## config.mk

```make
export PLATFORM = sky130hd
export DESIGN_NAME = dmem_arbiter
export DESIGN_NICKNAME = d
export VERILOG_FILES = /design/src/rtl/dmem_arb_pkg.sv /design/src/rtl/dmem_arbiter_rr.sv /design/src/rtl/dmem_arbiter.sv
export SDC_FILE = /design/constraint.sdc
export NUM_CORES = 1
export LEC_CHECK = 0
export ABC_AREA = 0
export ABC_CLOCK_PERIOD_IN_PS = 6400
export BUFFER_PORTS_ARGS = -buffer_cell sky130_fd_sc_hd__buf_2
export CORE_AREA = 4 4 102 104
export DETAILED_ROUTE_END_ITERATION = 8
export DIE_AREA = 0 0 106 108
export MAX_ROUTING_LAYER = met4
export SLEW_MARGIN = 20
export SYNTH_ARGS = -nofsm -noshare
export SYNTH_HDL_FRONTEND = slang
export SYNTH_SLANG_ARGS = --single-unit
```

## constraint.sdc

```tcl
create_clock -name clk_i -period 6.4 [get_ports clk_i]
set_input_delay 1.28 -clock clk_i [delete_from_list [all_inputs] [get_ports clk_i]]
set_output_delay 1.28 -clock clk_i [all_outputs]
set_load 0.03 [all_outputs]
```

## src/rtl/dmem_arb_pkg.sv

```systemverilog
`default_nettype none
// ============================================================================
// Module   : dmem_arb_pkg
// Purpose  : Shared types, default widths and the round-robin pick function
//            used by the data-memory arbiter and its round-robin core.
// Contents : arb_state_e    - arbiter lock state (IDLE / LOCKED)
//            DATA_W, ADDR_W - default data / byte-address widths
//            MAX_REQ        - largest supported requester count
//            REQ_IDX_W      - width of a requester index
//            next_rr()      - one-hot round-robin winner
// Revision : 1.0 - initial release
// ============================================================================
package dmem_arb_pkg;

  localparam int DATA_W    = 32;
  localparam int ADDR_W    = 32;
  localparam int MAX_REQ   = 4;
  localparam int REQ_IDX_W = 2;

  typedef enum logic [0:0] {
    IDLE   = 1'b0,
    LOCKED = 1'b1
  } arb_state_e;

  // One-hot winner: the first set bit of valid, searching upward from
  // last+1 and wrapping. The search runs over all MAX_REQ slots; callers
  // with fewer requesters tie the unused upper valid bits to zero, which
  // yields exactly the modulo-N_REQ order because the skipped slots can
  // never win.
  function automatic logic [MAX_REQ-1:0] next_rr(
    input logic [MAX_REQ-1:0]   valid,
    input logic [REQ_IDX_W-1:0] last
  );
    logic [MAX_REQ-1:0]   w_grant;
    logic [REQ_IDX_W-1:0] w_idx;
    logic                 w_found;
    w_grant = '0;
    w_found = 1'b0;
    for (int i = 1; i <= MAX_REQ; i++) begin
      w_idx = last + REQ_IDX_W'(i);   // wraps naturally at MAX_REQ
      if (!w_found && valid[w_idx]) begin
        w_grant[w_idx] = 1'b1;
        w_found        = 1'b1;
      end
    end
    return w_grant;
  endfunction

endpackage
`default_nettype wire

```

## src/rtl/dmem_arbiter_rr.sv

```systemverilog
`default_nettype none
// ============================================================================
// Module   : rr_arbiter
// Purpose  : Pure round-robin pick. Given a valid vector and the index of
//            the last granted requester, returns the one-hot winner (or zero
//            when nothing is valid). Holds no state of its own.
// Ports    : i_valid [N_REQ]     - candidate requesters
//            i_last  [REQ_IDX_W] - search starts at i_last+1 (mod N_REQ)
//            o_grant [N_REQ]     - one-hot winner, zero if no candidate
// Revision : 1.0 - initial release
// ============================================================================
module rr_arbiter
  import dmem_arb_pkg::*;
#(
  parameter int N_REQ = 2
) (
  input  logic [N_REQ-1:0]     i_valid,
  input  logic [REQ_IDX_W-1:0] i_last,
  output logic [N_REQ-1:0]     o_grant
);

  logic [MAX_REQ-1:0] w_valid_ext;
  logic [MAX_REQ-1:0] w_grant_ext;
  logic               w_unused_hi;

  always_comb begin
    w_valid_ext              = '0;
    w_valid_ext[N_REQ-1:0]   = i_valid;
  end

  assign w_grant_ext = next_rr(w_valid_ext, i_last);
  assign o_grant     = w_grant_ext[N_REQ-1:0];

  // Upper grant bits are always zero (their valid bits are tied low).
  assign w_unused_hi = |w_grant_ext;

endmodule
`default_nettype wire

```

## src/rtl/dmem_arbiter.sv

```systemverilog
`default_nettype none
// ============================================================================
// Module   : dmem_arbiter
// Purpose  : Shares one single-port, word-addressed data memory between
//            N_REQ requesters (0 = CPU MEM stage, 1 = debug/DMA loader).
//            Round-robin arbitration with an optional bounded bus lock,
//            drives the memory's combinational-read / clocked-write port and
//            returns a registered response one cycle after each grant.
// Ports    : clk_i, rst_ni          - clock, async active-low reset
//            req_valid_i/lock/we    - per-requester request controls
//            req_addr_i/req_wdata_i - packed per-requester address / data
//            req_ready_o            - one-hot grant (acceptance this cycle)
//            rsp_valid_o/rsp_rdata_o- registered response
//            rsp_err_o              - range error (option only)
//            mem_we_o/a_o/wd_o/rd_i - memory port
// Options  : DMEM_ARB_RANGE_CHECK_EN - adds DEPTH_WORDS and rsp_err_o; an
//            access with word index >= DEPTH_WORDS does not write and
//            returns an error response with zero data.
// Revision : 1.0 - initial release
// ============================================================================
module dmem_arbiter #(
  parameter int N_REQ    = 2,
  parameter int DATA_W   = dmem_arb_pkg::DATA_W,
  parameter int ADDR_W   = dmem_arb_pkg::ADDR_W,
  parameter int MAX_HOLD = 4
`ifdef DMEM_ARB_RANGE_CHECK_EN
  ,
  parameter int DEPTH_WORDS = 64
`endif
) (
  input  logic                      clk_i,
  input  logic                      rst_ni,
  input  logic [N_REQ-1:0]          req_valid_i,
  input  logic [N_REQ-1:0]          req_lock_i,
  input  logic [N_REQ-1:0]          req_we_i,
  input  logic [N_REQ*ADDR_W-1:0]   req_addr_i,
  input  logic [N_REQ*DATA_W-1:0]   req_wdata_i,
  output logic [N_REQ-1:0]          req_ready_o,
  output logic [N_REQ-1:0]          rsp_valid_o,
  output logic [DATA_W-1:0]         rsp_rdata_o,
`ifdef DMEM_ARB_RANGE_CHECK_EN
  output logic [N_REQ-1:0]          rsp_err_o,
`endif
  output logic                      mem_we_o,
  output logic [ADDR_W-1:0]         mem_a_o,
  output logic [DATA_W-1:0]         mem_wd_o,
  input  logic [DATA_W-1:0]         mem_rd_i
);

  import dmem_arb_pkg::*;

  localparam int                   HOLD_W     = $clog2(MAX_HOLD + 1);
  localparam logic [HOLD_W-1:0]    C_MAX_HOLD = HOLD_W'(MAX_HOLD);
  localparam logic [REQ_IDX_W-1:0] C_LAST_RST = REQ_IDX_W'(N_REQ - 1);

  // --------------------------------------------------------------------------
  // State
  // --------------------------------------------------------------------------
  arb_state_e             r_state;
  arb_state_e             w_state_nxt;
  logic [REQ_IDX_W-1:0]   r_owner;
  logic [REQ_IDX_W-1:0]   w_owner_nxt;
  logic [REQ_IDX_W-1:0]   r_last_grant;
  logic [REQ_IDX_W-1:0]   w_last_nxt;
  logic [HOLD_W-1:0]      r_hold_cnt;
  logic [HOLD_W-1:0]      w_hold_nxt;

  logic [N_REQ-1:0]       r_rsp_valid;
  logic [DATA_W-1:0]      r_rsp_rdata;

  // --------------------------------------------------------------------------
  // Combinational decode
  // --------------------------------------------------------------------------
  logic [N_REQ-1:0]       w_owner_oh;
  logic [N_REQ-1:0]       w_others;
  logic                   w_force_release;
  logic                   w_owner_keeps;
  logic [N_REQ-1:0]       w_rr_valid;
  logic [REQ_IDX_W-1:0]   w_rr_last;
  logic [N_REQ-1:0]       w_rr_grant;
  logic [N_REQ-1:0]       w_grant;
  logic                   w_accept;
  logic [REQ_IDX_W-1:0]   w_gidx;
  logic                   w_sel_we;
  logic                   w_sel_lock;
  logic [ADDR_W-1:0]      w_sel_addr;
  logic [DATA_W-1:0]      w_sel_wdata;
  logic                   w_oob;

  // Lock decode feeding the round-robin core. When the hold budget is spent
  // and someone else is waiting, the owner is masked out so the round-robin
  // search (starting after the owner) picks the next competitor.
  always_comb begin
    w_owner_oh = '0;
    for (int k = 0; k < N_REQ; k++) begin
      w_owner_oh[k] = (r_owner == REQ_IDX_W'(k));
    end
    w_others        = req_valid_i & ~w_owner_oh;
    w_force_release = (r_state == LOCKED) && (r_hold_cnt == C_MAX_HOLD) && (|w_others);
    w_owner_keeps   = (r_state == LOCKED) && (|(req_valid_i & w_owner_oh)) && !w_force_release;
    w_rr_valid      = w_force_release ? w_others : req_valid_i;
    // In LOCKED the last acceptance was always the owner, so searching from
    // the owner is the same as searching from last_grant; stated explicitly.
    w_rr_last       = (r_state == LOCKED) ? r_owner : r_last_grant;
  end

  rr_arbiter #(
    .N_REQ (N_REQ)
  ) u_rr_arbiter (
    .i_valid (w_rr_valid),
    .i_last  (w_rr_last),
    .o_grant (w_rr_grant)
  );

  // --------------------------------------------------------------------------
  // Output decode: final grant and the selected requester's memory drive.
  // A grant is only ever given to a valid requester, so grant == acceptance.
  // --------------------------------------------------------------------------
  always_comb begin
    w_grant     = w_owner_keeps ? w_owner_oh : w_rr_grant;
    w_accept    = |w_grant;
    w_gidx      = '0;
    w_sel_we    = 1'b0;
    w_sel_lock  = 1'b0;
    w_sel_addr  = '0;
    w_sel_wdata = '0;
    for (int k = 0; k < N_REQ; k++) begin
      if (w_grant[k]) begin
        w_gidx      = REQ_IDX_W'(k);
        w_sel_we    = req_we_i[k];
        w_sel_lock  = req_lock_i[k];
        w_sel_addr  = req_addr_i[k*ADDR_W +: ADDR_W];
        w_sel_wdata = req_wdata_i[k*DATA_W +: DATA_W];
      end
    end
  end

`ifdef DMEM_ARB_RANGE_CHECK_EN
  localparam logic [ADDR_W-3:0] C_DEPTH_IDX = (ADDR_W-2)'(DEPTH_WORDS);
  assign w_oob = w_accept && (w_sel_addr[ADDR_W-1:2] >= C_DEPTH_IDX);
`else
  assign w_oob = 1'b0;
`endif

  assign req_ready_o = w_grant;
  assign mem_a_o     = w_sel_addr;
  assign mem_wd_o    = w_sel_wdata;
  assign mem_we_o    = w_sel_we & ~w_oob;

  // --------------------------------------------------------------------------
  // Next-state logic.
  // Any acceptance with lock set makes the accepted requester the owner; a
  // repeat grant to the current owner extends the hold (saturating). Any
  // other outcome (no lock on acceptance, or no acceptance at all, which in
  // LOCKED means the owner dropped valid with nobody else waiting) unlocks.
  // --------------------------------------------------------------------------
  always_comb begin
    w_state_nxt = IDLE;
    w_owner_nxt = r_owner;
    w_hold_nxt  = '0;
    w_last_nxt  = r_last_grant;
    if (w_accept) begin
      w_last_nxt = w_gidx;
      if (w_sel_lock) begin
        w_state_nxt = LOCKED;
        if ((r_state == LOCKED) && (w_gidx == r_owner)) begin
          w_hold_nxt = (r_hold_cnt == C_MAX_HOLD) ? r_hold_cnt : r_hold_cnt + 1'b1;
        end else begin
          w_owner_nxt = w_gidx;
          w_hold_nxt  = HOLD_W'(1);
        end
      end
    end
  end

  // --------------------------------------------------------------------------
  // State register
  // --------------------------------------------------------------------------
  always_ff @(posedge clk_i or negedge rst_ni) begin
    if (!rst_ni) begin
      r_state      <= IDLE;
      r_owner      <= '0;
      r_hold_cnt   <= '0;
      r_last_grant <= C_LAST_RST;
    end else begin
      r_state      <= w_state_nxt;
      r_owner      <= w_owner_nxt;
      r_hold_cnt   <= w_hold_nxt;
      r_last_grant <= w_last_nxt;
    end
  end

  // --------------------------------------------------------------------------
  // Response register: read data is captured from the combinational memory
  // read in the acceptance cycle; writes and rejected accesses return zero.
  // --------------------------------------------------------------------------
  always_ff @(posedge clk_i or negedge rst_ni) begin
    if (!rst_ni) begin
      r_rsp_valid <= '0;
      r_rsp_rdata <= '0;
    end else begin
      r_rsp_valid <= w_grant;
      r_rsp_rdata <= (w_accept && !w_sel_we && !w_oob) ? mem_rd_i : '0;
    end
  end

  assign rsp_valid_o = r_rsp_valid;
  assign rsp_rdata_o = r_rsp_rdata;

`ifdef DMEM_ARB_RANGE_CHECK_EN
  logic [N_REQ-1:0] r_rsp_err;

  always_ff @(posedge clk_i or negedge rst_ni) begin
    if (!rst_ni) begin
      r_rsp_err <= '0;
    end else begin
      r_rsp_err <= w_oob ? w_grant : '0;
    end
  end

  assign rsp_err_o = r_rsp_err;
`endif

endmodule
`default_nettype wire

```

# Word-level counts from Yosys, hierarchy flattened
# Index checks and enable logic that the tools add are counted.
# totals
register_bits	42
output_inout_bits	101
wordCells	94
# classes
addsub	4
magnitude_cmp	8
n_eq_ne	4
n_mux	42
n_bitwise	7
n_reduce_logical	23
# ops
operator	count
$mux 32	5
$mux 1	18
$mux 2	7
$logic_and 1x1->1	13
$lt 2x3->1 const B	4
$mux 3	4
$bmux 1 s2	4
$demux 1 s2	4
$ge 2x1->1 const B	4
$or 2x2->2	3
$reduce_or 2->1	3
$logic_not 1->1	5
$add 2x2->2 const B	2
$and 2x2->2	2
$ne 4x4->1 const B	1
$add 3x1->3 const B	1
$eq 3x3->1 const B	1
$reduce_and 3->1	1
$add 2x1->2 const B	1
$eq 2x1->1 const B	1
$eq 2x2->1	1
$logic_not 2->1	1
$not 2->2	1
$not 1->1	1

# Longest topological paths before layout
# Gate-level depths: netlist (run 1).
# logic_depth
ltp_word	25
ltp_mapped	10
ltp_nobuf	6

# Modules after synthesis
# Synthesis (run 1) repeated with hierarchy kept, for this count alone.
# hier_totals
cells_unflattened	237
area_unflattened_um2	2499.9
# by_module_without_submodules
mod	instances	cells_each	area_each_um2
dmem_arbiter	1	207	2250.9
rr_arbiter	1	30	249.0

# Worst setup path after synthesis (run 1)
# Ideal clock, no wire load.
# synth_timing
kind	input to output
startpoint	input req_valid_i[1]
endpoint	output mem_a_o[22]
arrival_ns	2.474
required_ns	5.120
slack_ns	2.646
cell_stages	4
n_path_buf	1
path_cell_list	o2111a_2 -> nor2_1 -> buf_1 -> a22o_1
# synth_via
elab_chain_cells	19
# synth_lines
element	line	text
from (decl)	dmem_arbiter.sv:33	input logic [N_REQ-1:0] req_valid_i,
$and 2x2->2	dmem_arbiter.sv:98	w_others = req_valid_i & ~w_owner_oh;
$reduce_or 2->1	dmem_arbiter.sv:99	w_force_release = (r_state == LOCKED) && (r_hold_cnt == C_MAX_HOLD) && (|w_others);
$logic_and 1x1->1	dmem_arbiter.sv:99	
$mux 2	dmem_arbiter.sv:101	w_rr_valid = w_force_release ? w_others : req_valid_i;
$bmux 1 s2	dmem_arb_pkg.sv:41	if (!w_found && valid[w_idx]) begin
$mux 1 (implied by the code)	dmem_arb_pkg.sv:41	
$mux 1	dmem_arb_pkg.sv:41	
$logic_not 1->1	dmem_arb_pkg.sv:41	
[3 not listed]	--	
$logic_and 1x1->1	dmem_arb_pkg.sv:41	
$mux 1	dmem_arb_pkg.sv:41	
$logic_not 1->1	dmem_arb_pkg.sv:41	
$logic_and 1x1->1	dmem_arb_pkg.sv:41	
$mux 2	dmem_arb_pkg.sv:41	
$mux 2 *	dmem_arbiter.sv:120	w_grant = w_owner_keeps ? w_owner_oh : w_rr_grant;
named net req_ready_o[0]	dmem_arbiter.sv:38	output logic [N_REQ-1:0] req_ready_o,
$mux 32 * (2 in series)	dmem_arbiter.sv:128	if (w_grant[k]) begin
to (decl)	dmem_arbiter.sv:45	output logic [ADDR_W-1:0] mem_a_o,
# The timed path passes the listed nets; every way through them passes the cells marked *. The select of a mux whose other input is x is not followed.

# Worst setup path in the final report (run 1)
# layout_timing
startpoint	input req_valid_i[1]
endpoint	output mem_a_o[11]
# layout_via
elab_chain_cells	19
# layout_lines
element	line
$and 2x2->2	dmem_arbiter.sv:98
$reduce_or 2->1	dmem_arbiter.sv:99
$logic_and 1x1->1	dmem_arbiter.sv:99
$mux 2	dmem_arbiter.sv:101
$bmux 1 s2	dmem_arb_pkg.sv:41
$mux 1 (implied by the code)	dmem_arb_pkg.sv:41
$mux 1	dmem_arb_pkg.sv:41
$logic_not 1->1	dmem_arb_pkg.sv:41
[3 not listed]	--
$logic_and 1x1->1	dmem_arb_pkg.sv:41
$mux 1	dmem_arb_pkg.sv:41
$logic_not 1->1	dmem_arb_pkg.sv:41
$logic_and 1x1->1	dmem_arb_pkg.sv:41
$mux 2	dmem_arb_pkg.sv:41
$mux 2 *	dmem_arbiter.sv:120
$mux 32	dmem_arbiter.sv:128
$mux 32 *	dmem_arbiter.sv:128
# Every way passes the cells marked *; elsewhere a longest branch is shown, timed or not. The select of a mux whose other input is x is not followed.

==> out/metrics.cfg, run 1 <==
[power_and_ir_drop]
p_leak_nw = 2.16
design_power_total_uw = 999
total_power_density_per_cell_area_mw_per_mm2 = 267
power.ir.vdd_worst_mv = 0.149

[route]
via_per_inst = 4.53
post_drt_wl_per_cell_um = 16.4
via_count = 2633
detail-route-antenna-nets = 0
wirelength_um = 9540
dr.first_iter.drc_count = 130
first_pass_iters = 4
drc = 0

[finish]
fillCellCount = 999
final_cell_count_no_fill = 581
top_library_cells_by_usage_in_the_layout_fill_and_taps_aside = 268 x sky130_fd_sc_hd__buf_2, 65 x sky130_fd_sc_hd__a22o_1, 39 x sky130_fd_sc_hd__dfrtp_1
finalCoreUtilization_pct = 39.1
design.final.nets = 616
final_design_area_no_fill_sq_mm = 0.00373
flow.area_growth_from_synthesis_pct = 72.8
mostFrequentLayoutCell = sky130_fd_sc_hd__buf_2
layout_cell_share_with_drive_strength_beyond_1_pct = 63.8

[floorplan]
initial_core_util_pct = 22.6
core.rowCount = 36
chipWidth_um = 106
core_area_sq_mm = 0.00955
chipHeight_um = 108
floorplan.die_area_sq_mm = 0.0114
pin_count = 269

[worst_setup_path]
cp_cell_sequence = buf_2 > nor2b_1 > or2_2 > buf_4 > a22o_1 > buf_2
crit-reg2reg-capture = r_last_grant[0]
reg2reg_from = r_hold_cnt[0]
required_ps = 5120
critPathKind = primary input to output pin
worst_path_largest_cell_delay_ps = 810
cpLargestDelayFamily = simple AND/OR/NAND/NOR gates
timing.critical_path.arrival_ps = 3230
worst-r2r-cell-count = 6
setup_crit_start_kind = primary input
timing.critical_path.fanout_max = 53
cell_with_the_largest_stage_delay_on_the_worst_path = sky130_fd_sc_hd__or2_2
crit_path_frequent_cell = sky130_fd_sc_hd__buf_2
r2r_setup_slack_ps = 4190
worstSetupEndpointType = output pin
timing.critical_path.buf_inv = 3

[hold_path]
hold_path_end = r_last_grant[0]
worst_hold_path_type = flop to flop
min_delay_path_depth = 1
min_from = r_last_grant[0]

[timing]
post_layout_min_period_ps = 4510
timing_max_transition_violations_final = 0
tightestPinTransition_ps = 964
timing_hold_violations_final = 0
setup_slack_ps = 1890
maxSlewHeadroom_pct = 35.7
share_of_the_cycle_needed_by_the_critical_path_after_routing_pct = 70.5
maxClockFrequency_mhz = 222
fin_setup_tns_ps = 0
setup_violating_endpoint_count_in_the_final_report = 0
finalHoldWorstSlack_ps = 538
unrepaired_setup_endpoints_after_global_routing = no
worst_clock_skew_ps = 8.73

[place]
routabilityCongestion = 0.817
dp_hpwl_um = 7850
io_buffer_count = 268
detailedPlace.worstSlack_ps = 1950
dpl-instance-area_sq_mm = 0.00357
placedCellCount = 572

[global_routing]
grt_pass1_wl_um = 13600
global_route.usage.met2_pct = 27.5
grt_pass1_vias = 2612
grt.total_usage_pct = 15.5
grt_use_met3_pct = 4.06
largest_net_degree_at_the_start_of_global_routing = 68
grt.overflow.total = 0
met1_use_gr_pct = 17.2
grt_antenna_before_repair = 1
globalRoute.busiestLayer = met2

[clock_network]
clockBufferDepth = 2
clock_tree_from_tritoncts = done
clk_pin_slew_worst_paths_ps = 80
insertion_delay_ps = 290
cts_buffers = 5
post_cts_resized = 0
postCtsSetupRepairBufs = 0
cts_root_cell = sky130_fd_sc_hd__clkbuf_8
cts.sink_count = 40
number_of_buffers_added_to_fix_hold_violations_after_cts = 0
ctsHtreeMaxLevel = 2

[synth]
yosys.area.top_type_share_pct = 45.2
synth.avg_cell_area_sq_um = 11.3
synth_fp_nets = 361
synth_area_leader_cell = sky130_fd_sc_hd__dfrtp_1
synthesis.instances = 191
yosysUniqueCellTypes = 29
register_area_share_after_synthesis_pct = 46.4
post_synth_main_area_contributors = sky130_fd_sc_hd__dfrtp_1 45%, sky130_fd_sc_hd__a22o_1 26%, sky130_fd_sc_hd__a21boi_0 10%
synth_warnings = 0
synth_cell_area_sq_mm = 0.00216
synth.ff_latch_count = 40

[outcome]
outcome = finished, final reports clean

[run]
max_capacitance_violation_total = 0

sequential cells by signal, summed over array words and instances (netlist names):
name / count
rsp_rdata_o: 32
r_state: 1
r_owner: 1
rsp_valid_o: 2
r_hold_cnt: 3
r_last_grant: 1
worst max path at each step:
stage                               from          end  cells past startpoint
after global placement    req_valid_i[1]  mem_a_o[11]                      6
after detailed placement  req_valid_i[1]  mem_a_o[11]                      6
after CTS                 req_valid_i[1]  mem_a_o[11]                      6
after global routing      req_valid_i[1]  mem_a_o[11]                      6
final                     req_valid_i[1]  mem_a_o[11]                      6
after floorplan           req_valid_i[1]  mem_a_o[22]                      4
routing by layer:
| layer | up-vias | share of wire, % |
|---|---|---|
| met5 | - | 0 |
| met3 | 15 | 7.8 |
| met1 | 1234 | 37 |
| li1 | 1248 | - |
| met2 | 136 | 53 |
| met4 | 0 | 1.9 |
cells by family after synthesis:
family	after synthesis	synth area share, %
mux	1	0.463
simple gates	12	3.59
flops	40	46.4
xor+xnor	1	0.405
fa+ha+maj	2	1.16
compound gates	109	41.3
buf+inv	26	6.66
where the power goes:
part | switching, mW | leakage (nW) | internal [mW]
clock network | 0.0868 | 0.0784 | 0.195
registers | 0.00906 | 0.521 | 0.277
logic | 0.283 | 1.56 | 0.149
total | 0.379 | 2.16 | 0.620
layout make-up:
cell class	instances	area, sq um	area share, %
Timing Repair Buffer	270	1360	36.3
Multi-Input combinational cell	125	1030	27.7
Sequential cell	40	1000	26.8
Tap cell	133	166	4.46
Clock inverter	3	90.1	2.41
Clock buffer	5	68.8	1.84
Inverter	4	15.0	0.402
Antenna cell	1	2.50	0.0670
Yosys cell counts:
| master | count |
|---|---|
| sky130_fd_sc_hd__nand2_1 | 1 |
| sky130_fd_sc_hd__o21ai_0 | 4 |
| sky130_fd_sc_hd__a21o_1 | 1 |
| sky130_fd_sc_hd__dfrtp_1 | 39 |
| sky130_fd_sc_hd__o2111a_2 | 1 |
| sky130_fd_sc_hd__o21bai_1 | 1 |
| sky130_fd_sc_hd__a2bb2oi_1 | 1 |
| sky130_fd_sc_hd__mux2i_1 | 1 |
| sky130_fd_sc_hd__or2_1 | 1 |
| sky130_fd_sc_hd__a21boi_1 | 3 |
| sky130_fd_sc_hd__buf_6 | 5 |
| sky130_fd_sc_hd__inv_1 | 4 |
| sky130_fd_sc_hd__nor2_1 | 2 |
| sky130_fd_sc_hd__clkbuf_1 | 9 |
| sky130_fd_sc_hd__xnor2_1 | 1 |
| sky130_fd_sc_hd__or3_4 | 1 |
| sky130_fd_sc_hd__and2_4 | 1 |
| sky130_fd_sc_hd__buf_1 | 1 |
| sky130_fd_sc_hd__dfstp_2 | 1 |
| sky130_fd_sc_hd__a211oi_1 | 2 |
| sky130_fd_sc_hd__nand3b_1 | 2 |
| sky130_fd_sc_hd__a22o_1 | 65 |
| sky130_fd_sc_hd__a21oi_1 | 1 |
| sky130_fd_sc_hd__a21boi_0 | 30 |
| sky130_fd_sc_hd__nand2b_1 | 2 |
| sky130_fd_sc_hd__buf_2 | 7 |
| sky130_fd_sc_hd__nor2b_1 | 1 |
| sky130_fd_sc_hd__ha_1 | 2 |
| sky130_fd_sc_hd__nand4_1 | 1 |
Power figures use the tool's default switching activity.
==> run 2, diff against run 1 <==
--- a/config.mk
+++ b/config.mk
@@ -5,12 +5,12 @@
 export SDC_FILE = /design/constraint.sdc
 export NUM_CORES = 1
 export LEC_CHECK = 0
-export ABC_AREA = 0
-export ABC_CLOCK_PERIOD_IN_PS = 6400
+export ABC_AREA = 1
+export ABC_CLOCK_PERIOD_IN_PS = 4200
 export BUFFER_PORTS_ARGS = -buffer_cell sky130_fd_sc_hd__buf_2
-export CORE_AREA = 4 4 102 104
+export CORE_AREA = 4 4 103 105
 export DETAILED_ROUTE_END_ITERATION = 8
-export DIE_AREA = 0 0 106 108
+export DIE_AREA = 0 0 107 109
 export MAX_ROUTING_LAYER = met4
 export SLEW_MARGIN = 20
 export SYNTH_ARGS = -nofsm -noshare
==> constraint.sdc (replaced) <==
create_clock -name clk_i -period 4.2 [get_ports clk_i]
set_input_delay 0.84 -clock clk_i [delete_from_list [all_inputs] [get_ports clk_i]]
set_output_delay 0.84 -clock clk_i [all_outputs]
set_load 0.03 [all_outputs]
==> run 2 against run 1 <==
Against the previous run:
- sequential power grew 110%
- register-to-register slack lost 2600 ps
- hold slack lost 28 ps
- setup slack lost 1200 ps
- synthesized cell count grew 97%
- critical path depth grew 6
- count of clock-buffer cells in the layout grew 1
- combinational power grew to 5.5 times the previous value
- sequential share of layout area shrank 1.2 points
- first-iteration DRC count grew 82%
==> out/metrics.cfg, run 2 <==
[floorplan]
core_area_sq_mm = 0.00964  ; was 0.00955 sq mm
initial_core_util_pct = 24.9  ; was 22.6%
core.rowCount = 36  ; unchanged
floorplan.die_area_sq_mm = 0.0117  ; was 0.0114 sq mm
chipHeight_um = 109  ; was 108 um
pin_count = 269  ; unchanged
chipWidth_um = 107  ; was 106 um

[clock_network]
cts_root_cell = sky130_fd_sc_hd__clkbuf_8  ; unchanged
post_cts_resized = 0  ; unchanged
number_of_buffers_added_to_fix_hold_violations_after_cts = 0  ; unchanged
clock_tree_from_tritoncts = done  ; unchanged
postCtsSetupRepairBufs = 0  ; unchanged
insertion_delay_ps = 280  ; was 290 ps
clockBufferDepth = 2  ; unchanged
cts_buffers = 5  ; unchanged
ctsHtreeMaxLevel = 2  ; unchanged
cts.sink_count = 40  ; unchanged
clk_pin_slew_worst_paths_ps = 70  ; was 80 ps

[route]
drc = 0  ; unchanged
first_pass_iters = 5  ; was 4
via_count = 3170  ; was 2633
post_drt_wl_per_cell_um = 12.5  ; was 16.4 um
wirelength_um = 9660  ; was 9540 um
detail-route-antenna-nets = 0  ; unchanged
via_per_inst = 4.11  ; was 4.53
dr.first_iter.drc_count = 236  ; was 130

[worst_setup_path]
reg2reg_from = r_hold_cnt[0]  ; unchanged
worstSetupStartpoint = r_hold_cnt[0]  ; was req_valid_i[1]
cp_cell_sequence = inv_1 > ha_1 > nand3_2 > o21ai_0 > nand2_1 > nand3_1 > nand2_1 > inv_2 > buf_12 > nand2_1 > nand2_1 > buf_2  ; was buf_2 > nor2b_1 > or2_2 > buf_4 > a22o_1 > buf_2
worst-r2r-cell-count = 11  ; was 6
r2r_setup_slack_ps = 1640  ; was 4190 ps
worstSetupEndpointType = output pin  ; unchanged
cell_with_the_largest_stage_delay_on_the_worst_path = sky130_fd_sc_hd__inv_2  ; was sky130_fd_sc_hd__or2_2
number_of_cells_on_the_critical_path = 12  ; was 6
worst_path_largest_cell_delay_ps = 450  ; was 810 ps
worst_setup_path_end = mem_a_o[10]  ; was mem_a_o[11]
setup_crit_start_kind = flop  ; was primary input
crit-reg2reg-capture = rsp_rdata_o[31]  ; was r_last_grant[0]
critPathKind = flop to output pin  ; was primary input to output pin
crit_path_frequent_cell = sky130_fd_sc_hd__nand2_1  ; was sky130_fd_sc_hd__buf_2
timing.critical_path.fanout_max = 35  ; was 53
cpLargestDelayFamily = buffers and inverters  ; was simple AND/OR/NAND/NOR gates
required_ps = 3360  ; was 5120 ps
timing.critical_path.arrival_ps = 2670  ; was 3230 ps
timing.critical_path.buf_inv = 4  ; was 3

[finish]
flow.area_growth_from_synthesis_pct = 63.0  ; was 72.8%
layout_cell_share_with_drive_strength_beyond_1_pct = 44.5  ; was 63.8%
design.final.nets = 808  ; was 616
top_library_cells_by_usage_in_the_layout_fill_and_taps_aside = 268 x sky130_fd_sc_hd__buf_2, 212 x sky130_fd_sc_hd__nand2_1, 39 x sky130_fd_sc_hd__inv_1, 39 x sky130_fd_sc_hd__nor2_1, 39 x sky130_fd_sc_hd__dfrtp_1  ; was 268 x sky130_fd_sc_hd__buf_2, 65 x sky130_fd_sc_hd__a22o_1, 39 x sky130_fd_sc_hd__dfrtp_1
fillCellCount = 1064  ; was 999
area_of_the_multi_input_gates_sq_mm = 0.00112  ; was 0.00103 sq mm
register_area_sq_mm = 0.00100  ; unchanged
mostFrequentLayoutCell = sky130_fd_sc_hd__buf_2  ; unchanged
largest_reg_flops = 32  ; unchanged
final_design_area_no_fill_sq_mm = 0.00391  ; was 0.00373 sq mm

[global_routing]
grt.total_usage_pct = 15.7  ; was 15.5%
grt_antenna_before_repair = 1  ; unchanged
largest_net_degree_at_the_start_of_global_routing = 41  ; was 68
grt_pass1_vias = 3034  ; was 2612
grt.overflow.total = 0  ; unchanged
grt_pass1_wl_um = 14300  ; was 13600 um

[power_and_ir_drop]
combPwrFrac_pct = 73.9  ; was 43.2%
total_power_density_per_cell_area_mw_per_mm2 = 812  ; was 267 mW/mm^2
sequential_share_of_power_pct = 18.7  ; was 28.6%
power.share.clock_pct = 7.4  ; was 28.2%
power.ir.vdd_worst_mv = 0.387  ; was 0.149 mV
p_leak_nw = 2.69  ; was 2.16 nW
power.switching_fraction_pct = 60.5  ; was 37.9%
net-switching-power_mw = 1.92  ; was 379 uW
cell_internal_pwr_mw = 1.26  ; was 620 uW

[timing]
timing_hold_violations_final = 0  ; unchanged
maxSlewHeadroom_pct = 40.7  ; was 35.7%
timing_max_transition_violations_final = 0  ; unchanged
setup_violating_endpoint_count_in_the_final_report = 0  ; unchanged
post_layout_min_period_ps = 3510
fin_setup_tns_ps = 0  ; unchanged
share_of_the_cycle_needed_by_the_critical_path_after_routing_pct = 83.6
unrepaired_setup_endpoints_after_global_routing = no  ; unchanged
maxClockFrequency_mhz = 285
tightestPinTransition_ps = 889  ; was 964 ps
worst_clock_skew_ps = 4.23  ; was 8.73 ps

[place]
dp_hpwl_um = 8080  ; was 7850 um
io_buffer_count = 268  ; unchanged
routabilityCongestion = 0.750  ; was 0.817
dpl-instance-area_sq_mm = 0.00383  ; was 0.00357 sq mm

[synth]
post_synth_main_area_contributors = sky130_fd_sc_hd__dfrtp_1 41%, sky130_fd_sc_hd__nand2_1 33%, sky130_fd_sc_hd__inv_1 6.1%  ; was sky130_fd_sc_hd__dfrtp_1 45%, sky130_fd_sc_hd__a22o_1 26%, sky130_fd_sc_hd__a21boi_0 10%
synth.ff_latch_count = 40  ; unchanged
synth_cell_area_sq_mm = 0.00240  ; was 0.00216 sq mm
synth_area_leader_cell = sky130_fd_sc_hd__dfrtp_1  ; unchanged
leading_post_synthesis_cells_by_instance_count = 213 x sky130_fd_sc_hd__nand2_1, 39 x sky130_fd_sc_hd__dfrtp_1, 39 x sky130_fd_sc_hd__inv_1, 39 x sky130_fd_sc_hd__nor2_1, 8 x sky130_fd_sc_hd__nand3_1  ; was 65 x sky130_fd_sc_hd__a22o_1, 39 x sky130_fd_sc_hd__dfrtp_1, 30 x sky130_fd_sc_hd__a21boi_0
primary_flip_flop_cell_chosen_by_synthesis_mapping = sky130_fd_sc_hd__dfrtp_1  ; unchanged
register_area_share_after_synthesis_pct = 41.8  ; was 46.4%
yosys.area.top_type_share_pct = 40.7  ; was 45.2%
yosys.cell_count.top_type = sky130_fd_sc_hd__nand2_1  ; was sky130_fd_sc_hd__a22o_1
synth_fp_nets = 546  ; was 361
synth.avg_cell_area_sq_um = 6.38  ; was 11.3 sq um
synth_async_sr_flop_share_pct = 100  ; unchanged
synthesis.instances = 376  ; was 191
synth_edf_count = 0  ; unchanged
yosysUniqueCellTypes = 21  ; was 29
synth_warnings = 0  ; unchanged

[outcome]
outcome = finished, final reports clean  ; unchanged

[hold_path]
worst_hold_path_type = flop to flop  ; unchanged

[run]
max_capacitance_violation_total = 0  ; unchanged

run 2: cell count changes after synthesis, sizes merged, moves of 2 or more:
cell,delta
inv,+37
a22o,-65
nand3b,-2
nand2b,-2
nand3,+10
nand4,+5
a211oi,-2
nand2,+212
a21boi,-33
buf,+3
nor2,+37
clkbuf,-8
run 2: layout make-up:
cell class | instances | area share [%]
diodes | 1 | 0.0640
clock buffers | 6 | 1.85
clock inverters | 1 | 0.128
inverters | 42 | 4.03
multi-input cells | 277 | 28.7
flip-flops and latches | 40 | 25.6
well taps | 133 | 4.25
repair buffers | 272 | 35.4
run 2: how the worst min path moves through the flow:
| stage | from | endpoint | cells past startpoint |
|---|---|---|---|
| detailed placement | r_last_grant[0] | r_last_grant[0] | 2 |
| CTS | r_last_grant[0] | r_last_grant[0] | 2 |
| global route | r_last_grant[0] | r_last_grant[0] | 2 |
| global placement | r_last_grant[0] | r_last_grant[0] | 2 |
| floorplan | r_last_grant[0] | r_last_grant[0] | 2 |
| finish | r_last_grant[0] | r_last_grant[0] | 2 |
run 2: per-layer routing:
metal	up-vias	track usage (%)	part of all wire, %
met3	10	2.90	7.2
met1	1370	18.2	39
met4	0	4.11	1.3
met2	160	28.2	53
li1	1630	-	-
met5	-	-	0
run 2: cells by family (layout without fill, tap and decap cells):
logic type | count (synthesis) | count (layout) | synth area share [%]
AND/OR/NAND/NOR | 268 | 268 | 43.8
buffers and inverters | 59 | 321 | 11.6
flip-flops | 40 | 40 | 41.8
AO/OA/AOI/OAI | 6 | 6 | 1.46
adder cells (fa/ha/maj) | 2 | 2 | 1.04
XOR/XNOR | 1 | 1 | 0.365
other | 0 | 1 | 0
run 2: power groups by stage:
stage | Clock, mW | Sequential, mW | Combinational (mW)
2_1_floorplan | 0 | 0.874 | 1.44
6_report | 0.236 | 0.593 | 2.35
4_1_cts | 0.248 | 0.595 | 2.38
3_5_place_dp | 0 | 0.603 | 2.38
3_3_place_gp | 0 | 0.600 | 2.35
5_1_grt | 0.267 | 0.612 | 2.55
run 2: worst register-to-register path, cell delays in order, from the launching register on:
cell and delay (ps):
sky130_fd_sc_hd__dfrtp_1 410, sky130_fd_sc_hd__inv_1 70, sky130_fd_sc_hd__ha_1 190, sky130_fd_sc_hd__nand3_2 110, sky130_fd_sc_hd__o21ai_0 210, sky130_fd_sc_hd__nand2_1 130, sky130_fd_sc_hd__nand3_1 110, sky130_fd_sc_hd__nand2_1 100
sky130_fd_sc_hd__inv_2 450, sky130_fd_sc_hd__nand2_1 210, sky130_fd_sc_hd__nand3_4 350, sky130_fd_sc_hd__nor2_1 100
run 2: per-stage QoR:
stage          hold WS (ps)  worst slack, ps  power (mW)  std cells  util, %
3_5_place_dp            492              723        2.98        764     39.8
6_report                510              688        3.18        772     40.6
4_1_cts                 507              675        3.23        771     40.6
2_1_floorplan           466             1420        2.31        376        -
5_1_grt                 530              401        3.43        772     40.6
3_3_place_gp            500              779        2.95        764     39.8
==> run 3, diff against run 2 <==
--- a/config.mk
+++ b/config.mk
@@ -5,8 +5,8 @@
 export SDC_FILE = /design/constraint.sdc
 export NUM_CORES = 1
 export LEC_CHECK = 0
-export ABC_AREA = 1
-export ABC_CLOCK_PERIOD_IN_PS = 4200
+export ABC_AREA = 0
+export ABC_CLOCK_PERIOD_IN_PS = 3050
 export BUFFER_PORTS_ARGS = -buffer_cell sky130_fd_sc_hd__buf_2
 export CORE_AREA = 4 4 103 105
 export DETAILED_ROUTE_END_ITERATION = 8
==> constraint.sdc (replaced) <==
create_clock -name clk_i -period 3.05 [get_ports clk_i]
set_input_delay 0.61 -clock clk_i [delete_from_list [all_inputs] [get_ports clk_i]]
set_output_delay 0.61 -clock clk_i [all_outputs]
set_load 0.03 [all_outputs]
==> run 3 against run 2 <==
Against the previous run:
- wire length down 0.89%
- cell count down 24%
- global-route usage down 1.4 points
- power down 36%
==> out/metrics.cfg, run 3 (synthesis gave the netlist of run 1 again) <==
[outcome]
outcome = finished, final reports clean  ; unchanged

[clock_network]
cts_buffers = 5  ; unchanged
cts.sink_count = 40  ; unchanged
clockBufferDepth = 2  ; unchanged
cts_root_cell = sky130_fd_sc_hd__clkbuf_8  ; unchanged
insertion_delay_ps = 280  ; about the same
clk_pin_slew_worst_paths_ps = 80  ; was 70 ps
number_of_buffers_added_to_fix_hold_violations_after_cts = 0  ; unchanged
clock_tree_from_tritoncts = done  ; unchanged
ctsHtreeMaxLevel = 2  ; unchanged

[finish]
register_area_sq_mm = 0.00100  ; unchanged
finalCoreUtilization_pct = 39.5  ; was 40.6%
design.final.nets = 623  ; was 808
fillCellCount = 980  ; was 1064
mostFrequentLayoutCell = sky130_fd_sc_hd__buf_2  ; unchanged
largest_reg_flops = 32  ; unchanged
top_library_cells_by_usage_in_the_layout_fill_and_taps_aside = 268 x sky130_fd_sc_hd__buf_2, 65 x sky130_fd_sc_hd__a22o_1, 39 x sky130_fd_sc_hd__dfrtp_1  ; was 268 x sky130_fd_sc_hd__buf_2, 212 x sky130_fd_sc_hd__nand2_1, 39 x sky130_fd_sc_hd__inv_1, 39 x sky130_fd_sc_hd__nor2_1, 39 x sky130_fd_sc_hd__dfrtp_1
antenna_cells = 0  ; was 1
flow.area_growth_from_synthesis_pct = 76.3  ; was 63.0%
layout_cell_share_with_drive_strength_beyond_1_pct = 64.3  ; was 44.5%
area_of_the_multi_input_gates_sq_mm = 0.00103  ; was 0.00112 sq mm

[worst_setup_path]
setup_crit_start_kind = flop  ; unchanged
timing.critical_path.fanout_max = 31  ; was 35
timing.critical_path.buf_inv = 3  ; was 4
required_ps = 2440  ; was 3360 ps
cell_with_the_largest_stage_delay_on_the_worst_path = sky130_fd_sc_hd__dfrtp_1  ; was sky130_fd_sc_hd__inv_2
cp_cell_sequence = inv_1 > ha_1 > and2_4 > o2111a_2 > or2_4 > buf_12 > a22o_1 > buf_2  ; was inv_1 > ha_1 > nand3_2 > o21ai_0 > nand2_1 > nand3_1 > nand2_1 > inv_2 > buf_12 > nand2_1 > nand2_1 > buf_2
critPathKind = flop to output pin  ; unchanged
worstSetupEndpointType = output pin  ; unchanged
cpLargestDelayFamily = compound AO/OA/AOI/OAI gates  ; was buffers and inverters
worst_path_largest_cell_delay_ps = 350  ; was 450 ps
timing.critical_path.arrival_ps = 2310  ; was 2670 ps

[power_and_ir_drop]
net-switching-power_uw = 804  ; was 1.92 mW
total_power_density_per_cell_area_mw_per_mm2 = 530  ; was 812 mW/mm^2
power.share.clock_pct = 23.0  ; was 7.4%
power.ir.vdd_worst_mv = 0.228  ; was 0.387 mV
cell_internal_pwr_mw = 1.22  ; was 1.26 mW
sequential_share_of_power_pct = 29.6  ; was 18.7%
combPwrFrac_pct = 47.3  ; was 73.9%
power.switching_fraction_pct = 39.8  ; was 60.5%
design_power_total_mw = 2.02  ; was 3.18 mW
p_leak_nw = 2.20  ; was 2.69 nW

[timing]
maxSlewHeadroom_pct = 42.6  ; was 40.7%
tightestPinTransition_ps = 861  ; was 889 ps
fin_setup_tns_ps = 0  ; unchanged
worst_clock_skew_ps = 4.32  ; was 4.23 ps
finalHoldWorstSlack_ps = 434  ; was 510 ps
maxClockFrequency_mhz = 342
unrepaired_setup_endpoints_after_global_routing = no  ; unchanged
timing_hold_violations_final = 0  ; unchanged
share_of_the_cycle_needed_by_the_critical_path_after_routing_pct = 95.8
post_layout_min_period_ps = 2920
setup_violating_endpoint_count_in_the_final_report = 0  ; unchanged
timing_max_transition_violations_final = 0  ; unchanged

[global_routing]
grt_pass1_vias = 2489  ; was 3034
grt_pass1_wl_um = 13000  ; was 14300 um
grt.total_usage_pct = 14.3  ; was 15.7%
grt.overflow.total = 0  ; unchanged
largest_net_degree_at_the_start_of_global_routing = 62  ; was 41
grt_antenna_before_repair = 0  ; was 1

[hold_path]
worst_hold_path_type = primary input to async pin  ; was flop to flop

[floorplan]
chipWidth_um = 107  ; unchanged
floorplan.die_area_sq_mm = 0.0117  ; unchanged
core.rowCount = 36  ; unchanged
initial_core_util_pct = 22.4  ; was 24.9%
core_area_sq_mm = 0.00964  ; unchanged
chipHeight_um = 109  ; unchanged
pin_count = 269  ; unchanged

[place]
routabilityCongestion = 0.794  ; was 0.750
io_buffer_count = 268  ; unchanged
dp_hpwl_um = 7460  ; was 8080 um

[route]
via_count = 2660  ; was 3170
wirelength_um = 9570  ; was 9660 um
post_drt_wl_per_cell_um = 16.3  ; was 12.5 um
dr.first_iter.drc_count = 118  ; was 236
via_per_inst = 4.53  ; was 4.11
drc = 0  ; unchanged
first_pass_iters = 5  ; unchanged
detail-route-antenna-nets = 0  ; unchanged

[run]
max_capacitance_violation_total = 0  ; unchanged

[run 3: changes by cell type in the layout (fill, tap and decap cells not counted), moves of 2 or more]
cell / before / now
sky130_fd_sc_hd__nand2_1: 212 / 1
sky130_fd_sc_hd__a22o_1: 0 / 65
sky130_fd_sc_hd__nor2_1: 39 / 1
sky130_fd_sc_hd__inv_1: 39 / 4
sky130_fd_sc_hd__a21boi_0: 0 / 30
sky130_fd_sc_hd__nand3_1: 8 / 0
sky130_fd_sc_hd__nand4_1: 6 / 1
sky130_fd_sc_hd__a21boi_1: 0 / 3
sky130_fd_sc_hd__a211oi_1: 0 / 2
sky130_fd_sc_hd__buf_4: 3 / 5
sky130_fd_sc_hd__clkbuf_8: 5 / 7
sky130_fd_sc_hd__inv_2: 2 / 0
sky130_fd_sc_hd__nand2b_1: 0 / 2
sky130_fd_sc_hd__nand3b_1: 0 / 2
[run 3: power by group through the flow]
stage | Sequential [mW] | Clock (mW) | Combinational (mW)
global placement | 0.609 | 0 | 0.919
floorplan | 0.692 | 0 | 0.521
detailed placement | 0.610 | 0 | 0.926
finish | 0.599 | 0.465 | 0.956
CTS | 0.599 | 0.478 | 0.949
global route | 0.605 | 0.508 | 1.02
[run 3: final cells by class]
| class | count | share of cell area, % |
|---|---|---|
| Inverter | 4 | 0.394 |
| Clock buffer | 7 | 2.53 |
| Multi-Input combinational cell | 125 | 27.0 |
| Clock inverter | 1 | 0.788 |
| Sequential cell | 40 | 26.3 |
| Timing Repair Buffer | 277 | 38.6 |
| Tap cell | 133 | 4.37 |
[run 3: path summary, 6_finish.rpt]
path                                 startpoint               to  slack, ps  depth (start not counted)
min in group clk_i              r_last_grant[0]  r_last_grant[0]        550                          1
worst max-delay path              r_hold_cnt[0]      mem_a_o[31]        130                          8
worst max register to register    r_hold_cnt[0]       r_owner[0]       1080                          6
worst min-delay path                     rst_ni   rsp_rdata_o[1]        430                          1
max in group asynchronous                rst_ni  rsp_rdata_o[22]       2070                          1
worst min register to register  r_last_grant[0]  r_last_grant[0]        550                          1
[run 3: metrics by stage]
stage / setup slack (ps) / cells / area (sq um)
2_1_floorplan: 223 / 191 / 2160
3_3_place_gp: 306 / 574 / 3610
3_5_place_dp: 270 / 574 / 3610
4_1_cts: 13.1 / 585 / 3780
5_1_grt: 15.0 / 587 / 3810
6_report: 129 / 587 / 3810
[run 3: what timing repair did]
| action | CTS | global route |
|---|---|---|
| buffers inserted | 2 | 1 |
| setup endpoints to repair | 2 | 60 |
| resized for setup | 0 | 2 |
| hold endpoints to repair | 0 | 0 |
| pin swaps | 1 | 1 |
| cloned | 1 | 1 |
[run 3: routing by layer]
metal	share of wire, %	GRT usage (%)
met1	41	19.0
met2	51	23.5
met3	7.4	3.37
met4	0.30	1.00
met5	0	-
